$ cat config.mk
export PLATFORM = sky130hd
export DESIGN_NAME = mx6_seq
export DESIGN_NICKNAME = d
export VERILOG_FILES = /design/src/rtl/mx6_seq.sv
export SDC_FILE = /design/constraint.sdc
export NUM_CORES = 1
export LEC_CHECK = 0
export ABC_AREA = 0
export BUFFER_PORTS_ARGS = -buffer_cell sky130_fd_sc_hd__buf_2
export CORE_MARGIN = 2
export CORE_UTILIZATION = 25
export DETAILED_ROUTE_END_ITERATION = 6
export PLACE_DENSITY = 0.48
export REMOVE_ABC_BUFFERS = 1
export SYNTH_ARGS = -nofsm -noshare
export SYNTH_HDL_FRONTEND = slang
export SYNTH_SLANG_ARGS = --single-unit
export TNS_END_PERCENT = 30
$ cat constraint.sdc
create_clock -name sys_clk -period 4.35 [get_ports sys_clk]
set_input_delay 0.87 -clock sys_clk [delete_from_list [all_inputs] [get_ports sys_clk]]
set_output_delay 0.87 -clock sys_clk [all_outputs]
set_load 0.005 [all_outputs]
$ cat src/rtl/mx6_seq.sv
// mx6_seq: round-robin 6-source mux sequencer; registers muxq once sel has settled for SETTLE cycles.
// Latency: capture SETTLE edges after the grant edge; sel, dout and dout_valid stay frozen while dout_valid && !dout_ready.
module mx6_seq #(
    parameter int DW     = 16,
    parameter int SETTLE = 1
) (
    input  logic          sys_clk,
    input  logic          resetl,
    input  logic [5:0]    req,
    output logic [5:0]    ack,
    output logic [2:0]    sel,
    input  logic [DW-1:0] muxq,
    output logic [DW-1:0] dout,
    output logic          dout_valid,
    input  logic          dout_ready,
    output logic          busy
);

    if (SETTLE < 1 || SETTLE > 15) begin : g_bad_settle
        $error("mx6_seq: SETTLE must be within 1..15");
    end

    typedef enum logic [1:0] {ST_IDLE, ST_SETTLE, ST_HOLD} state_t;

    localparam logic [3:0] CNT_INIT = 4'(SETTLE - 1);

    state_t        r_state, w_state_nx;
    logic [2:0]    r_sel, w_sel_nx;
    logic [2:0]    r_last, w_last_nx;
    logic [3:0]    r_cnt, w_cnt_nx;
    logic [5:0]    r_ack, w_ack_nx;
    logic [DW-1:0] r_dout, w_dout_nx;
    logic          r_valid, w_valid_nx;
    logic          r_busy;
    logic [2:0]    w_grant;
    logic          w_grant_vld;

    function automatic logic [2:0] f_wrap(input logic [2:0] base, input int k);
        logic [3:0] s;
        s = {1'b0, base} + 4'(k);
        return (s >= 4'd6) ? 3'(s - 4'd6) : s[2:0];
    endfunction

    // Scan from last+6 down to last+1 so the closest source after last wins.
    always_comb begin
        w_grant     = r_last;
        w_grant_vld = 1'b0;
        for (int k = 6; k >= 1; k--) begin
            if (req[f_wrap(r_last, k)]) begin
                w_grant     = f_wrap(r_last, k);
                w_grant_vld = 1'b1;
            end
        end
    end

    always_comb begin
        w_state_nx = r_state;
        w_sel_nx   = r_sel;
        w_cnt_nx   = r_cnt;
        w_last_nx  = r_last;
        w_ack_nx   = '0;
        w_dout_nx  = r_dout;
        w_valid_nx = r_valid;
        case (r_state)
            ST_IDLE: begin
                if (w_grant_vld) begin
                    w_sel_nx   = w_grant;
                    w_cnt_nx   = CNT_INIT;
                    w_state_nx = ST_SETTLE;
                end
            end
            ST_SETTLE: begin
                // A withdrawn request abandons the slot without moving the round-robin pointer.
                if (!req[r_sel]) begin
                    w_state_nx = ST_IDLE;
                end else if (r_cnt != 4'd0) begin
                    w_cnt_nx = r_cnt - 4'd1;
                end else begin
                    w_dout_nx  = muxq;
                    w_valid_nx = 1'b1;
                    w_ack_nx   = 6'(1) << r_sel;
                    w_last_nx  = r_sel;
                    w_state_nx = ST_HOLD;
                end
            end
            ST_HOLD: begin
                if (r_valid && dout_ready) begin
                    w_valid_nx = 1'b0;
                    w_state_nx = ST_IDLE;
                end
            end
            default: w_state_nx = ST_IDLE;
        endcase
    end

    always_ff @(posedge sys_clk or negedge resetl) begin
        if (!resetl) begin
            r_state <= ST_IDLE;
            r_sel   <= 3'd0;
            r_last  <= 3'd5;
            r_cnt   <= 4'd0;
            r_ack   <= '0;
            r_dout  <= '0;
            r_valid <= 1'b0;
            r_busy  <= 1'b0;
        end else begin
            r_state <= w_state_nx;
            r_sel   <= w_sel_nx;
            r_last  <= w_last_nx;
            r_cnt   <= w_cnt_nx;
            r_ack   <= w_ack_nx;
            r_dout  <= w_dout_nx;
            r_valid <= w_valid_nx;
            r_busy  <= (w_state_nx != ST_IDLE);
        end
    end

    assign ack        = r_ack;
    assign sel        = r_sel;
    assign dout       = r_dout;
    assign dout_valid = r_valid;
    assign busy       = r_busy;

endmodule

==> impl_results.md <==
- Gr ovfl total: 0
- Status: completed
- CP max-delay cell: ha_1
- Sequential element share of the synthesized area: a little under two fifths
- Post-CTS Hold Buffers: 0
- Maximum buffer depth of the clock tree: 2
- Root buf cell: clkbuf_8
- Final Skew: 0.008098 ns
- PostCTS Resize Cnt: 0
- Dominant cell type by area after synthesis: dfrtp_1
- CP startpoint: r_last[1]$_DFFE_PN0P_
- Slew @ Worst Pin: about 0.79 ns
- Critical path's largest stage delay: 0.70 ns
- Vias: between 2,000 and 2,500
- Worst-path clk slew: around 0.080 ns
- Pre-CTS setup slack: around 0.88 ns
- CTS buffer count: 5
- Worst R2R Path Depth: 9
- Avg Cell Area, Syn: slightly above 10 µm²
- Layout Utilization: 30.01%
- Setup WS post-layout: roughly 0.86 ns
- Hpwl dp: 4359 µm
- Nets: between 300 and 400
- Routed len/inst: around 14 µm
- Yosys reg bits: 36
- # DRC: 0
- CP Cell Sequence: inv_1 > ha_1 > nand2b_1 > a21boi_2 > o211ai_1 > a211o_1 > o41ai_4 > nand2_4 > or2_1
- Port-buffer cells: slightly above 50
- RSZ-0062 raised after global routing: no
- Setup crit start kind: flop
- Total GRT Usage: 11.78%
- Die X: a little over 100 µm
- Hold crit path type: reg -> reg
- Ant. Diodes: 0
- Ys async rst share: between 90% and 100%
- Final wirelength: about 5800 µm
- Vias in the first global route: 1,977
- CP top delay family: compound AO/OA/AOI/OAI gates
- Yosys top cell area share: a little over a third
- Initial antenna violation count: 0
- Final TNS setup: 0 ns
- Yosys warnings: 0
- Die area: about 11,000 µm²
- Slew margin rel.: 47.20%
- Final setup fails: 0
- H-tree depth: 2
- Worst IR drop on VDD: between 0.3 and 0.4 mV
- Crit path capture: busy$_DFF_PN0_
- Primary FF master, synth: dfrtp_1
- # Max-Cap Violations: 0
- Most common cell after layout, fill and taps aside: buf_2
- Worst reg2reg endpoint: busy$_DFF_PN0_
- Reg-to-reg slack, setup: about 0.86 ns
- Worst Path Required: ~4.5 ns
- Vert. Die Dim: 102.8 µm
- Antenna-violating nets left: 0
- Crit share post-route: 80.29%
- Crit path DAT: 3.67 ns
- Mapped Cells: 239
- Vias per cell: around 4.8
- Post-synth EDFFs: 0
- Initial Utilization: ~25%
- Critical path class: reg -> reg
- Row count: 36
- Post-layout minimum cycle time: approximately 3.5 ns
- Clock tree from TritonCTS: done
- First-pass GRT wire length: about 9800 µm
- Critical path depth: 9
- Mapped cell area: between 2000 and 2500 µm²
- Area grow syn2layout: 18.44%
- # IOs: 52
- # clock sinks: 36
- Final hold viol count: 0
- GPL Wtd Cong: ~0.86
- Clk_lat worst skew: around 0.29 ns
- Initial DRC count: 72
- Max FO, Critical Path: 19
- Synth cell types: between 50 and 60
- Synth area leaders: dfrtp_1, mux2_2, ha_1
- Largest net degree at the start of global routing: 37
- # Post-CTS Setup Buffers: 0
- Highest clock rate: 286.3 MHz
- Buf/Inv on CP: 1
- Critical Path End Type: flop
- Core ar.: ~9600 µm²
- Max-slew violations: 0
- Pwr dens: between 700 and 800 nW/µm²
- R2r startpoint: r_last[1]$_DFFE_PN0P_
- Layout cells sized above 1: 34.26%
- Most frequent cells in the layout: buf_2, dfrtp_1, mux2_2, nand2_1
- TritonRoute pass-1 iters: 4
- P_leak: approximately 1.3 nW
## registers in the layout (all words and copies together) (netlist names)
name / count
sel: 3
dout: 16
r_cnt: 4
ack: 6
dout_valid: 1
r_last: 3
busy: 1
r_state: 2
## cells in the mapped netlist (6+ instances only)
library cell / count
nand2_1: 19
mux2i_1: 6
nor2_1: 11
o21ai_0: 11
a21oi_1: 9
nor3_1: 9
dfrtp_1: 34
inv_1: 8
mux2_2: 19
ha_1: 11
## area by class of cell
type,count,area [µm²]
flip-flops and latches,36,903.4
multi-input cells,184,1430
clock inverters,2,10.01
repair buffers,53,270.3
clock buffers,6,82.58
inverters,8,30.03
fillers,1033,6746
well taps,133,166.4
## worst min-delay path by stage
stage,to,depth (start not counted),startpoint,slack [ns]
3_5_place_dp,dout[0]$_DFFE_PN0P_,1,dout[0]$_DFFE_PN0P_,0.49
5_1_grt,dout[5]$_DFFE_PN0P_,1,dout[5]$_DFFE_PN0P_,0.53
4_1_cts,dout[5]$_DFFE_PN0P_,1,dout[5]$_DFFE_PN0P_,0.51
3_3_place_gp,dout[5]$_DFFE_PN0P_,1,dout[5]$_DFFE_PN0P_,0.49
2_1_floorplan,r_cnt[0]$_DFFE_PN0P_,1,r_cnt[0]$_DFFE_PN0P_,0.47
6_report,dout[5]$_DFFE_PN0P_,1,dout[5]$_DFFE_PN0P_,0.51
## cells by family after synthesis
kind of cell | share of synthesized area [%]
DFF | 36.99
adders and majority gates | 5.635
muxes | 15.47
and+or+nand+nor | 17.42
AOI/OAI and AO/OA | 16.85
buffers and inverters | 4.457
xor gates and xnor gates | 3.176
## metrics by stage
stage | cells | cell area, µm² | hold slack [ns] | total power (W)
after detailed placement | 414 | 2800 | 0.4905 | 0.002015
after global placement | 414 | 2800 | 0.4857 | 0.002017
final | 422 | 2893 | 0.5052 | 0.002268
after floorplan | 228 | 2364 | 0.4737 | 0.001617
after CTS | 422 | 2893 | 0.5071 | 0.002278
after global routing | 422 | 2893 | 0.5267 | 0.002468
## layer usage
metal | track usage [%] | routed length, µm
met2 | 18.70 | 2613
met5 | 0 | 0
met3 | 3.119 | 423
met1 | 16.02 | 2738
met4 | 3.036 | 71
## where the power goes
part,switching (W),internal (W),total [W]
Clock,0.000123,0.000126,0.000250
Sequential,0.000111,0.000470,0.000581
Combinational,0.000813,0.000624,0.00144
Note: power is estimated with default switching activity, not from simulation.
